## src/rtl/alu_op_sequencer_if.sv

```systemverilog
// Bus bundle between the command source / result consumer / ALU and the op sequencer.
// master = surrounding system (command source, result sink, combinational ALU); slave = sequencer.
interface alu_op_sequencer_if;
  // Both handshakes: a transfer happens on a rising edge where valid and ready are both high;
  // valid holds, with its payload stable, until that edge.
  logic       cmd_valid;
  logic       cmd_ready;
  logic [3:0] cmd_op;
  logic [3:0] cmd_operand;

  logic [3:0] alu_a;
  logic [3:0] alu_b;
  logic [3:0] alu_op;
  logic       alu_cin;
  logic [3:0] alu_res;
  logic       alu_cout;
  logic       alu_of;

  logic       res_valid;
  logic       res_ready;
  logic [3:0] res_data;
  logic       res_c;
  logic       res_v;
  logic       res_z;
  logic       res_err;

  modport master (
    output cmd_valid, cmd_op, cmd_operand, res_ready, alu_res, alu_cout, alu_of,
    input  cmd_ready, alu_a, alu_b, alu_op, alu_cin,
    input  res_valid, res_data, res_c, res_v, res_z, res_err
  );

  modport slave (
    input  cmd_valid, cmd_op, cmd_operand, res_ready, alu_res, alu_cout, alu_of,
    output cmd_ready, alu_a, alu_b, alu_op, alu_cin,
    output res_valid, res_data, res_c, res_v, res_z, res_err
  );
endinterface

```

## src/rtl/alu_op_sequencer.sv

```systemverilog
// Initiator-side sequencer for the 4-bit ALU: accepts one command, drives the ALU from the
// accumulator, captures result and flags, and returns them over a result handshake.
module alu_op_sequencer #(
  parameter int unsigned SETTLE_CYCLES = 1
) (
  input  logic                clk,
  input  logic                rst,
  alu_op_sequencer_if.slave   bus,
  output logic [1:0]          dbg_state
);

  typedef enum logic [1:0] {
    IDLE  = 2'd0,
    DRIVE = 2'd1,
    RESP  = 2'd2
  } state_t;

  localparam logic [3:0] OP_NOP  = 4'b0000;
  localparam logic [3:0] OP_ADC  = 4'b0001;
  localparam logic [3:0] OP_LOAD = 4'b1111;

  state_t     state;
  logic [3:0] acc;
  logic       c_flag;
  logic       v_flag;
  logic       z_flag;
  logic       arith_q;
  logic [3:0] settle_cnt;

  logic       is_alu_op;
  logic       is_arith_op;
  logic       cap_c;
  logic       cap_v;
  logic       cap_z;

  assign is_alu_op   = (bus.cmd_op != OP_NOP) && (bus.cmd_op <= 4'd8);
  assign is_arith_op = (bus.cmd_op != OP_NOP) && (bus.cmd_op <= 4'd3);

  // Only the arithmetic ops report carry/overflow; logic ops clear both.
  assign cap_c = arith_q ? bus.alu_cout : 1'b0;
  assign cap_v = arith_q ? bus.alu_of   : 1'b0;
  assign cap_z = (bus.alu_res == 4'd0);

  assign bus.cmd_ready = (state == IDLE) && !rst;
  assign dbg_state     = state;

  always_ff @(posedge clk) begin
    if (rst) begin
      state         <= IDLE;
      acc           <= 4'd0;
      c_flag        <= 1'b0;
      v_flag        <= 1'b0;
      z_flag        <= 1'b0;
      arith_q       <= 1'b0;
      settle_cnt    <= 4'd0;
      bus.alu_a     <= 4'd0;
      bus.alu_b     <= 4'd0;
      bus.alu_op    <= 4'd0;
      bus.alu_cin   <= 1'b0;
      bus.res_valid <= 1'b0;
      bus.res_data  <= 4'd0;
      bus.res_c     <= 1'b0;
      bus.res_v     <= 1'b0;
      bus.res_z     <= 1'b0;
      bus.res_err   <= 1'b0;
    end else begin
      case (state)
        IDLE: begin
          if (bus.cmd_valid) begin
            arith_q <= is_arith_op;
            if (is_alu_op) begin
              bus.alu_a   <= acc;
              bus.alu_b   <= bus.cmd_operand;
              bus.alu_op  <= bus.cmd_op;
              bus.alu_cin <= (bus.cmd_op == OP_ADC) ? c_flag : 1'b0;
              settle_cnt  <= 4'(SETTLE_CYCLES - 1);
              state       <= DRIVE;
            end else begin
              // NOP, LOAD and illegal codes answer straight from the accumulator.
              bus.res_valid <= 1'b1;
              bus.res_data  <= acc;
              bus.res_c     <= c_flag;
              bus.res_v     <= v_flag;
              bus.res_z     <= z_flag;
              bus.res_err   <= 1'b0;
              if (bus.cmd_op == OP_LOAD) begin
                acc          <= bus.cmd_operand;
                z_flag       <= (bus.cmd_operand == 4'd0);
                bus.res_data <= bus.cmd_operand;
                bus.res_z    <= (bus.cmd_operand == 4'd0);
              end else if (bus.cmd_op != OP_NOP) begin
                bus.res_err <= 1'b1;
              end
              state <= RESP;
            end
          end
        end

        DRIVE: begin
          if (settle_cnt == 4'd0) begin
            acc           <= bus.alu_res;
            z_flag        <= cap_z;
            c_flag        <= cap_c;
            v_flag        <= cap_v;
            bus.res_valid <= 1'b1;
            bus.res_data  <= bus.alu_res;
            bus.res_c     <= cap_c;
            bus.res_v     <= cap_v;
            bus.res_z     <= cap_z;
            bus.res_err   <= 1'b0;
            bus.alu_a     <= 4'd0;
            bus.alu_b     <= 4'd0;
            bus.alu_op    <= 4'd0;
            bus.alu_cin   <= 1'b0;
            state         <= RESP;
          end else begin
            settle_cnt <= settle_cnt - 4'd1;
          end
        end

        RESP: begin
          if (bus.res_ready) begin
            bus.res_valid <= 1'b0;
            state         <= IDLE;
          end
        end

        default: state <= IDLE;
      endcase
    end
  end

endmodule
```

## src/flat_wrapper.sv

```systemverilog
// flat-port wrapper written by rule: the top's interface ports become plain ports
module alu_op_sequencer_flat 
#(
  parameter int unsigned SETTLE_CYCLES = 1
)
  (clk, rst, dbg_state, bus_cmd_valid, bus_cmd_op, bus_cmd_operand, bus_res_ready, bus_alu_res, bus_alu_cout, bus_alu_of, bus_cmd_ready, bus_alu_a, bus_alu_b, bus_alu_op, bus_alu_cin, bus_res_valid, bus_res_data, bus_res_c, bus_res_v, bus_res_z, bus_res_err);
  alu_op_sequencer_if bus_i ();
  input  logic clk;
  input  logic rst;
  output logic [1:0] dbg_state;
  input wire logic [$bits(bus_i.cmd_valid)-1:0] bus_cmd_valid;
  input wire logic [$bits(bus_i.cmd_op)-1:0] bus_cmd_op;
  input wire logic [$bits(bus_i.cmd_operand)-1:0] bus_cmd_operand;
  input wire logic [$bits(bus_i.res_ready)-1:0] bus_res_ready;
  input wire logic [$bits(bus_i.alu_res)-1:0] bus_alu_res;
  input wire logic [$bits(bus_i.alu_cout)-1:0] bus_alu_cout;
  input wire logic [$bits(bus_i.alu_of)-1:0] bus_alu_of;
  output wire logic [$bits(bus_i.cmd_ready)-1:0] bus_cmd_ready;
  output wire logic [$bits(bus_i.alu_a)-1:0] bus_alu_a;
  output wire logic [$bits(bus_i.alu_b)-1:0] bus_alu_b;
  output wire logic [$bits(bus_i.alu_op)-1:0] bus_alu_op;
  output wire logic [$bits(bus_i.alu_cin)-1:0] bus_alu_cin;
  output wire logic [$bits(bus_i.res_valid)-1:0] bus_res_valid;
  output wire logic [$bits(bus_i.res_data)-1:0] bus_res_data;
  output wire logic [$bits(bus_i.res_c)-1:0] bus_res_c;
  output wire logic [$bits(bus_i.res_v)-1:0] bus_res_v;
  output wire logic [$bits(bus_i.res_z)-1:0] bus_res_z;
  output wire logic [$bits(bus_i.res_err)-1:0] bus_res_err;
  assign bus_i.cmd_valid = bus_cmd_valid;
  assign bus_i.cmd_op = bus_cmd_op;
  assign bus_i.cmd_operand = bus_cmd_operand;
  assign bus_i.res_ready = bus_res_ready;
  assign bus_i.alu_res = bus_alu_res;
  assign bus_i.alu_cout = bus_alu_cout;
  assign bus_i.alu_of = bus_alu_of;
  assign bus_cmd_ready = bus_i.cmd_ready;
  assign bus_alu_a = bus_i.alu_a;
  assign bus_alu_b = bus_i.alu_b;
  assign bus_alu_op = bus_i.alu_op;
  assign bus_alu_cin = bus_i.alu_cin;
  assign bus_res_valid = bus_i.res_valid;
  assign bus_res_data = bus_i.res_data;
  assign bus_res_c = bus_i.res_c;
  assign bus_res_v = bus_i.res_v;
  assign bus_res_z = bus_i.res_z;
  assign bus_res_err = bus_i.res_err;
  alu_op_sequencer #(.SETTLE_CYCLES(SETTLE_CYCLES)) u_core (.clk(clk), .rst(rst), .bus(bus_i), .dbg_state(dbg_state));
endmodule
```

## config.mk

```make
export PLATFORM = sky130hd
export DESIGN_NAME = alu_op_sequencer_flat
export DESIGN_NICKNAME = d
export VERILOG_FILES = /design/src/rtl/alu_op_sequencer_if.sv /design/src/rtl/alu_op_sequencer.sv /design/src/flat_wrapper.sv
export SDC_FILE = /design/constraint.sdc
export NUM_CORES = 1
export LEC_CHECK = 0
export BUFFER_PORTS_ARGS = -buffer_cell sky130_fd_sc_hd__buf_4
export CAP_MARGIN = 15
export CORE_ASPECT_RATIO = 0.7
export CORE_MARGIN = 3
export CORE_UTILIZATION = 50
export CTS_CLUSTER_SIZE = 12
export DETAILED_ROUTE_END_ITERATION = 10
export PLACE_DENSITY_LB_ADDON = 0.3
export REMOVE_ABC_BUFFERS = 1
export SETUP_SLACK_MARGIN = 0.1
export SKIP_LAST_GASP = 1
export SYNTH_ARGS = -nofsm -noshare
export SYNTH_HDL_FRONTEND = slang
export SYNTH_SLANG_ARGS = --single-unit
```

## constraint.sdc

```tcl
create_clock -name clk -period 2 [get_ports clk]
set_clock_uncertainty 0.15 [all_clocks]
set_input_delay 0.2 -clock clk [delete_from_list [all_inputs] [get_ports clk]]
set_output_delay 0.2 -clock clk [all_outputs]
set_load 0.02 [all_outputs]
```

==> flow_summary.toml, run 1 <==
[worst_setup_path]
critical_path_arrival_ns = 1.91
rr_startpoint = "u_core.settle_cnt[0]"
path_max_fanout = 7
worstSetupEndpointType = "flip-flop"
critPathRequiredTime_ns = 2.04
path_class = "reg -> reg"
crit_start = "u_core.settle_cnt[0]"
cp-start-kind = "flip-flop"

[logic_synthesis]
synth_warnings = 0
synthArstFlopShare = 0
seq_area_frac_synth = 0.4287
ys.flop_type = "dfxtp_1"
synth-seq-cells = 31
synthesis.area_um2 = 1448
synth-edff-count = 0
syn_avg_cell_area_um2 = 8.272
synthCells = 175
yosysUniqueCellTypes = 33

[global_route]
met2_usage = 0.3292
grt_max_degree = 33
antenna_found_initial = 0
met3_usage = 0.06483
grt_pass1_wl_um = 6078
overflow = 0
grt_usage = 0.2186
grt_pass1_vias = 1275
grt.met1_usage = 0.2869
grt.busiest_layer = "met2"

[routing]
drc = 0
finalWirelength_um = 3810
vias = 1489
drt.antenna.violating_nets = 0
avgRoutedWirePerCell_um = 14.94
first_pass_iters = 5
viasPerCell = 5.839
drt_iter0_markers = 152

[timing]
drv_slew = 0
worst_pin_slew_ns = 0.4832
setup-violations-final = 0
maxSlewHeadroom = 0.6751
timing.fmax_mhz = 535.6
hold_violations = 0
tns_ns = 0
rsz0062_at_grt = "no"
fin_crit_sh = 0.9335
finalCriticalPeriod_ns = 1.867

[floorplan]
dieArea_um2 = 3587
rows = 15
core_area_um2 = 2609
ios = 43
die_x_um = 70.31
start_util = 0.5549
die_h_um = 51.02

[final_layout]
fin_area_um2 = 1959
final_nets = 240
final_common_cell = "buf_4"
ff_latch_area_um2 = 621.8
fillCellCount = 173
layout_common_cells = "buf_4, nand3_1, dfxtp_1"
layout-drive-gt1-share = 0.3394
fin_cells = 255
n_antenna_cell = 0
multi_input_area_um2 = 764.5
area_delta_synth_final_pct = 35.35

[place]
hpwlAfterDp_um = 2537
gp_congestion = 0.8370
placed_cell_area_um2 = 1772
numPortBuffers = 42
dp_cells = 243

[cts]
path_clk_slew_ns = 0.07
cts_hold_buf = 0
cts_max_level = 2
clk_latency_ns = 0.29
cts_buffer_depth = 2
cts_root_buf = "clkbuf_8"
cts_buffers = 5
cts_tree = "built"
cts_sinks = 31

[flow_run]
max_cap_viol_count = 0

[worst_hold_path]
worstHoldPathType = "in -> reg"
hold_start = "bus_alu_cout"

[pwr]
p_per_area_nw_per_um2 = 827.8
ir_drop_v = 0.0006446
power_leakage_nw = 0.7594

[run_status]
status = "finished clean"
-- final cells by class --
type	instances	area share
Clock buffer	6	0.04215
Clock inverter	2	0.01788
Inverter	2	0.003831
Multi-Input combinational cell	127	0.3902
Sequential cell	31	0.3174
Tap cell	34	0.02171
Timing Repair Buffer	53	0.2069
-- power breakdown --
part | internal [W] | switching (W) | total, W
logic | 0.000132 | 0.000168 | 0.000300
registers | 0.000650 | 0.0000251 | 0.000675
clock network | 0.000403 | 0.000244 | 0.000647
-- registers in the layout, summed over array words and instances (netlist names) --
signal / count
u_core.bus.alu_cin: 1
u_core.v_flag: 1
u_core.bus.res_valid: 1
u_core.dbg_state: 2
u_core.bus.alu_a: 4
u_core.settle_cnt: 4
u_core.bus.alu_op: 4
u_core.bus.res_z: 1
u_core.arith_q: 1
u_core.acc: 4
u_core.bus.res_v: 1
u_core.c_flag: 1
u_core.bus.res_err: 1
u_core.bus.alu_b: 4
u_core.bus.res_c: 1
-- stage by stage --
| step | worst slack, ns | power, W | hold slack (ns) | utilization |
|---|---|---|---|---|
| after global placement | 0.1553 | 0.0009603 | 0.2933 | 0.6791 |
| after floorplan | 0.08432 | 0.0008302 | 0.1191 | - |
| after global routing | 0.05724 | 0.001692 | 0.03554 | 0.7511 |
| after CTS | 0.1408 | 0.001616 | 0.03095 | 0.7309 |
| after detailed placement | 0.05186 | 0.0009691 | 0.3114 | 0.6791 |
| final | 0.1330 | 0.001622 | 0.03626 | 0.7511 |
-- kinds of logic after synthesis --
logic type               share of synthesized area
adder cells (fa/ha/maj)                    0.01728
buffers and inverters                      0.06482
AND/OR/NAND/NOR                             0.3189
AO/OA/AOI/OAI                               0.1703
flip-flops                                  0.4287
-- routing by layer --
layer / up-vias / share of wire
met1: 693 / 0.44
met5: - / 0
met2: 63 / 0.46
met3: 7 / 0.091
li1: 726 / -
met4: 0 / 0.018
-- worst paths after layout --
kind | to | slack [ns] | cells after the start
hold reg to reg | u_core.v_flag | 0.32 | 2
setup reg to reg | u_core.acc[2] | 0.13 | 7
setup / recovery | u_core.acc[2] | 0.13 | 7
hold / removal | u_core.c_flag | 0.04 | 3
-- worst max-delay path, cell delays in order, from the launching register on --
cell	delay [ns]
dfxtp_2	0.33
inv_2	0.09
ha_4	0.13
or3b_4	0.41
o22ai_4	0.28
buf_6	0.14
nor2_1	0.04
a311oi_1	0.21
-- cell usage after synthesis (2+ instances only) --
library cell	number	area share
clkbuf_1	8	0.021
nand2b_1	3	0.013
nor3_1	4	0.014
ha_1	2	0.017
inv_1	2	0.0052
dfxtp_1	31	0.43
nor2_1	12	0.031
or3b_2	2	0.012
nand4_1	2	0.0086
a21oi_1	21	0.073
nand3_1	31	0.11
nor4_1	4	0.017
buf_6	3	0.023
o21ai_0	2	0.0069
a311oi_1	7	0.042
a31oi_1	2	0.0086
nand2_1	18	0.047
nor3b_1	4	0.021
buf_2	3	0.010
-- repair_timing --
item	in CTS	in global routing
gates resized for setup	1	10
endpoints found under the hold margin	0	0
endpoints found under the setup margin	6	22
buffers inserted	2	2
pin swaps	1	4
No activity file was read; power rests on OpenSTA's default activity.
==> inputs of run 2 (changes only) <==
- ABC_AREA: unset -> 1
- CORE_MARGIN: 3 -> 1.5
- CORE_UTILIZATION: 50 -> 52
==> run 2 against run 1 <==
Hold slack improved by 0.024 ns. Combinational power increased by 110%. Sequential share of layout area decreased by 1.8 points. Highest routed layer unchanged. Via count increased by 11%. Sequential cell count unchanged. Largest cell class unchanged. Critical endpoint is now u_core.bus.res_v. Setup slack improved by 0.16 ns.
==> flow_summary.toml, run 2 <==
[worst_setup_path]
rr_startpoint = "u_core.settle_cnt[0]"
cp-start-kind = "flip-flop"
worstSetupEndpointType = "flip-flop"
critical_path_arrival_ns = 1.74
cp-endpoint = "u_core.bus.res_v"
path_max_fanout = 5
critPathRequiredTime_ns = 2.03
path_class = "reg -> reg"
rr_endpoint = "u_core.bus.res_v"
regToRegSetupSlack_ns = 0.29
reg2reg_depth = 7
crit_start = "u_core.settle_cnt[0]"

[routing]
finalWirelength_um = 3752
vias = 1656
drc = 0
first_pass_iters = 4
drt.antenna.violating_nets = 0
avgRoutedWirePerCell_um = 11.51
drt_iter0_markers = 102
viasPerCell = 5.080

[logic_synthesis]
synth-edff-count = 0
yosysUniqueCellTypes = 26
ys.flop_type = "dfxtp_1"
synth-seq-cells = 31
synthCells = 245
synth_warnings = 0
yosysTopAreaCellShare = 0.3772
synth_area_leaders = "dfxtp_1, nand2_1, nor2_1, nand3_1, a21oi_1"
yosysMostFrequentCell = "nand2_1"
yosys.area.top_type = "dfxtp_1"
synthesis.area_um2 = 1645
synthArstFlopShare = 0
syn_avg_cell_area_um2 = 6.716
seq_area_frac_synth = 0.3772
synth_common_cells = "nand2_1, nor2_1, dfxtp_1, nand3_1"

[timing]
hold_violations = 0
hold_slack_ns = 0.06025
drv_slew = 0
setup-violations-final = 0
timing.fmax_mhz = 584.1
tns_ns = 0
finalCriticalPeriod_ns = 1.712
maxSlewHeadroom = 0.6481
fin_crit_sh = 0.8560
worst_pin_slew_ns = 0.5273
rsz0062_at_grt = "no"

[run_status]
status = "finished clean"

[worst_hold_path]
worstHoldPathType = "in -> reg"

[global_route]
grt_usage = 0.2372
grt.met1_usage = 0.3008
met2_usage = 0.3868
grt_max_degree = 27
grt_pass1_wl_um = 6561
met3_usage = 0.08384
antenna_found_initial = 0
grt.busiest_layer = "met2"
overflow = 0
grt_pass1_vias = 1517

[floorplan]
core_area_um2 = 2903
die_h_um = 50.06
start_util = 0.5668
die_x_um = 70.23
rows = 16
dieArea_um2 = 3516
ios = 43

[cts]
cts_max_level = 2
cts-resized-gates = 0
post_cts_buffers = 0
path_clk_slew_ns = 0.06
cts_sinks = 31
cts_hold_buf = 0
clk_latency_ns = 0.28
cts_buffer_depth = 2
cts_tree = "built"
cts_buffers = 5
cts_root_buf = "clkbuf_8"

[final_layout]
final_util = 0.7134
n_antenna_cell = 0
layout_common_cells = "nand2_1, nor2_1, buf_4"
final_common_cell = "nand2_1"
area_delta_synth_final_pct = 25.86
layout-drive-gt1-share = 0.2345
final_nets = 309
fillCellCount = 261

[place]
gp_congestion = 0.9451
numPortBuffers = 42
hpwlAfterDp_um = 2759

[pwr]
ir_drop_v = 0.0005009
power_leakage_nw = 1.030
p_per_area_nw_per_um2 = 913.4

[flow_run]
max_cap_viol_count = 0
run 2: cell count changes after synthesis, sizes merged, moves of 4 or more:
cell,delta
nor2,+42
a311oi,-7
inv,+19
nand2,+53
nand3,-7
o21ai,+5
nor3,-4
nor4,-4
clkbuf,-5
run 2: logic make-up (layout without fill, tap and decap cells):
kind of cell / after synthesis / in the layout / share of synthesized area
adders and majority gates: 2 / 2 / 0.01521
buffers and inverters: 30 / 75 / 0.08897
DFF: 31 / 31 / 0.3772
and+or+nand+nor: 152 / 152 / 0.4175
AOI/OAI and AO/OA: 30 / 30 / 0.1011
run 2: worst min-delay path by stage:
stage | start | to | slack, ns | depth (start not counted)
final | bus_alu_cout | u_core.c_flag | 0.06 | 3
after global routing | bus_res_ready | u_core.dbg_state[1] | 0.06 | 4
after CTS | bus_alu_cout | u_core.c_flag | 0.05 | 3
after detailed placement | u_core.bus.alu_op[1] | u_core.bus.alu_op[1] | 0.31 | 2
after global placement | u_core.bus.alu_op[2] | u_core.bus.alu_op[2] | 0.30 | 2
after floorplan | rst | u_core.bus.alu_a[0] | 0.12 | 1
run 2: area by class of cell:
type	instances	area [um^2]	share of cell area
inverters	21	81.33	0.03927
clock buffers	8	100.1	0.04834
repair buffers	46	345.3	0.1668
flip-flops and latches	31	620.6	0.2997
well taps	36	45.04	0.02175
multi-input cells	184	878.3	0.4242
run 2: critical path, cell delays in order, from the launching register on:
cell and delay (ns):
dfxtp_1 0.32, inv_1 0.11, ha_1 0.20, nand3_4 0.12, a21oi_2 0.28, nand2_1 0.17, o21ai_0 0.21, nor2_1 0.05
run 2: routing by layer:
metal | share of wire | up-vias | routed length (um)
met1 | 0.47 | 743 | 1762
met5 | 0 | - | 0
met3 | 0.068 | 2 | 254
met4 | 0.0088 | 0 | 33
met2 | 0.45 | 51 | 1701
li1 | - | 860 | -
run 2: power by group:
part / internal [W] / total, W / switching (W) / leakage (nW)
logic: 0.000237 / 0.000617 / 0.000380 / 0.725
clock network: 0.000314 / 0.000543 / 0.000229 / 0.0515
registers: 0.000687 / 0.000732 / 0.0000445 / 0.254
run 2: through the flow:
stage	instance area [um^2]	worst slack (ns)	std cells	total power (W)
detailed placement	1971	0.2994	318	0.001360
global placement	1971	0.3152	318	0.001351
CTS	2071	0.2704	326	0.001904
floorplan	1580	0.06122	236	0.001145
global route	2071	0.1381	326	0.002013
finish	2071	0.2881	326	0.001891
==> inputs of run 3 (changes only) <==
- RECOVER_POWER: unset -> 25
==> run 3 against run 2 <==
Clock power hardly changed. Design area is 2.5% lower. Wire length hardly changed. Critical endpoint is now bus_cmd_ready. Non-clock buffer count stayed put. Critical path depth is 3 lower. Register-to-register slack hardly changed. Setup slack worse by 0.013 ns. Sequential power hardly changed. Sequential share of layout area is 0.78 points higher. Die area stayed put. Critical path type is now reg -> out. Largest power group unchanged.
==> flow_summary.toml, run 3 (synthesized netlist as in run 2, its figures left out) <==
[run_status]
status = "finished clean"

[timing]
drv_slew = 0
tns_ns = 0
worst_pin_slew_ns = 0.5253
rsz0062_at_grt = "no"
fin_crit_sh = 0.8622
hold_slack_ns = 0.05997
finalCriticalPeriod_ns = 1.724
setup-violations-final = 0
timing.fmax_mhz = 579.9
hold_violations = 0
maxSlewHeadroom = 0.6494

[final_layout]
final_nets = 309
area_delta_synth_final_pct = 22.66
fin_cells = 326
final_common_cell = "nand2_1"
layout_common_cells = "nand2_1, nor2_1, buf_4"
n_antenna_cell = 0
layout-drive-gt1-share = 0.1862

[global_route]
antenna_found_initial = 0
grt.busiest_layer = "met2"
met2_usage = 0.3868
grt_usage = 0.2372
overflow = 0
grt_pass1_vias = 1517
grt_max_degree = 27
grt.met1_usage = 0.3008
met3_usage = 0.08384
grt_pass1_wl_um = 6561

[floorplan]
rows = 16
start_util = 0.5668
dieArea_um2 = 3516
die_x_um = 70.23
core_area_um2 = 2903
ios = 43
die_h_um = 50.06

[place]
numPortBuffers = 42
gp_congestion = 0.9451
hpwlAfterDp_um = 2759
dp_cells = 318

[routing]
finalWirelength_um = 3755
vias = 1663
drt_iter0_markers = 100
drt.antenna.violating_nets = 0
viasPerCell = 5.101
first_pass_iters = 4
avgRoutedWirePerCell_um = 11.52
drc = 0

[worst_setup_path]
critical_path_arrival_ns = 1.37
rr_endpoint = "u_core.bus.res_v"
rr_startpoint = "u_core.settle_cnt[0]"
regToRegSetupSlack_ns = 0.29
cp-start-kind = "flip-flop"
crit_start = "u_core.dbg_state[1]"
path_class = "reg -> out"
critPathRequiredTime_ns = 1.65
path_max_fanout = 6
worstSetupEndpointType = "output pin"
reg2reg_depth = 7

[cts]
post_cts_buffers = 0
cts_max_level = 2
cts_tree = "built"
cts_buffers = 5
cts_buffer_depth = 2
cts_root_buf = "clkbuf_8"
path_clk_slew_ns = 0.06
cts-resized-gates = 0
cts_sinks = 31
clk_latency_ns = 0.28
cts_hold_buf = 0

[worst_hold_path]
hold_start = "bus_alu_cout"
worstHoldPathType = "in -> reg"
whs_endpoint = "u_core.c_flag"
whs_path_depth = 3

[pwr]
seqPwrFrac = 0.392
pwr-share-clk = 0.291
p_per_area_nw_per_um2 = 924.6
swShare = 0.3507
ir_drop_v = 0.0004999
p_switching_w = 0.0006544
combPwrFrac = 0.317
power_leakage_nw = 0.9718
p_int_w = 0.001212

[flow_run]
max_cap_viol_count = 0
[run 3: cell types whose count changed in the layout (fill, tap and decap cells not counted)]
cell / delta
buf_4: -14
clkbuf_1: +14
[run 3: how the worst max path moves through the flow]
stage,slack (ns),cells after the start,to
6_report,0.28,4,bus_cmd_ready
3_5_place_dp,0.30,7,u_core.bus.res_v
3_3_place_gp,0.32,7,u_core.bus.res_c
5_1_grt,0.14,7,u_core.bus.res_c
2_1_floorplan,0.06,7,u_core.bus.res_c
4_1_cts,0.27,4,bus_cmd_ready
[run 3: final cells by class]
class | count | area (um^2)
fillers | 280 | 884.6
multi-input cells | 184 | 878.3
flip-flops and latches | 31 | 620.6
repair buffers | 46 | 292.8
clock buffers | 8 | 100.1
inverters | 21 | 81.33
well taps | 36 | 45.04
[run 3: power by group through the flow]
| stage | clock network, W | logic, W | registers (W) |
|---|---|---|---|
| after CTS | 0.000555 | 0.000617 | 0.000732 |
| after global placement | 0 | 0.000607 | 0.000743 |
| after detailed placement | 0 | 0.000615 | 0.000744 |
| after floorplan | 0 | 0.000339 | 0.000805 |
| final | 0.000544 | 0.000591 | 0.000731 |
| after global routing | 0.000589 | 0.000659 | 0.000738 |
[run 3: through the flow]
step | util | power [W] | setup slack (ns) | instance area [um^2]
floorplan | - | 0.001145 | 0.06122 | 1580
global placement | 0.6789 | 0.001351 | 0.3152 | 1971
detailed placement | 0.6789 | 0.001360 | 0.2994 | 1971
CTS | 0.7134 | 0.001904 | 0.2704 | 2071
global route | 0.6953 | 0.001986 | 0.1381 | 2018
finish | 0.6953 | 0.001866 | 0.2755 | 2018
[run 3: per-layer routing]
| layer | vias to the layer above | share of wire |
|---|---|---|
| li1 | 863 | - |
| met5 | - | 0 |
| met1 | 745 | 0.47 |
| met3 | 2 | 0.069 |
| met2 | 53 | 0.45 |
| met4 | 0 | 0.0088 |
[run 3: worst max-delay path, cell delays in order (launching register included)]
cell and delay, ns:
dfxtp_1 0.39, nor2_1 0.35, inv_1 0.11, nor2_1 0.11, buf_4 0.15
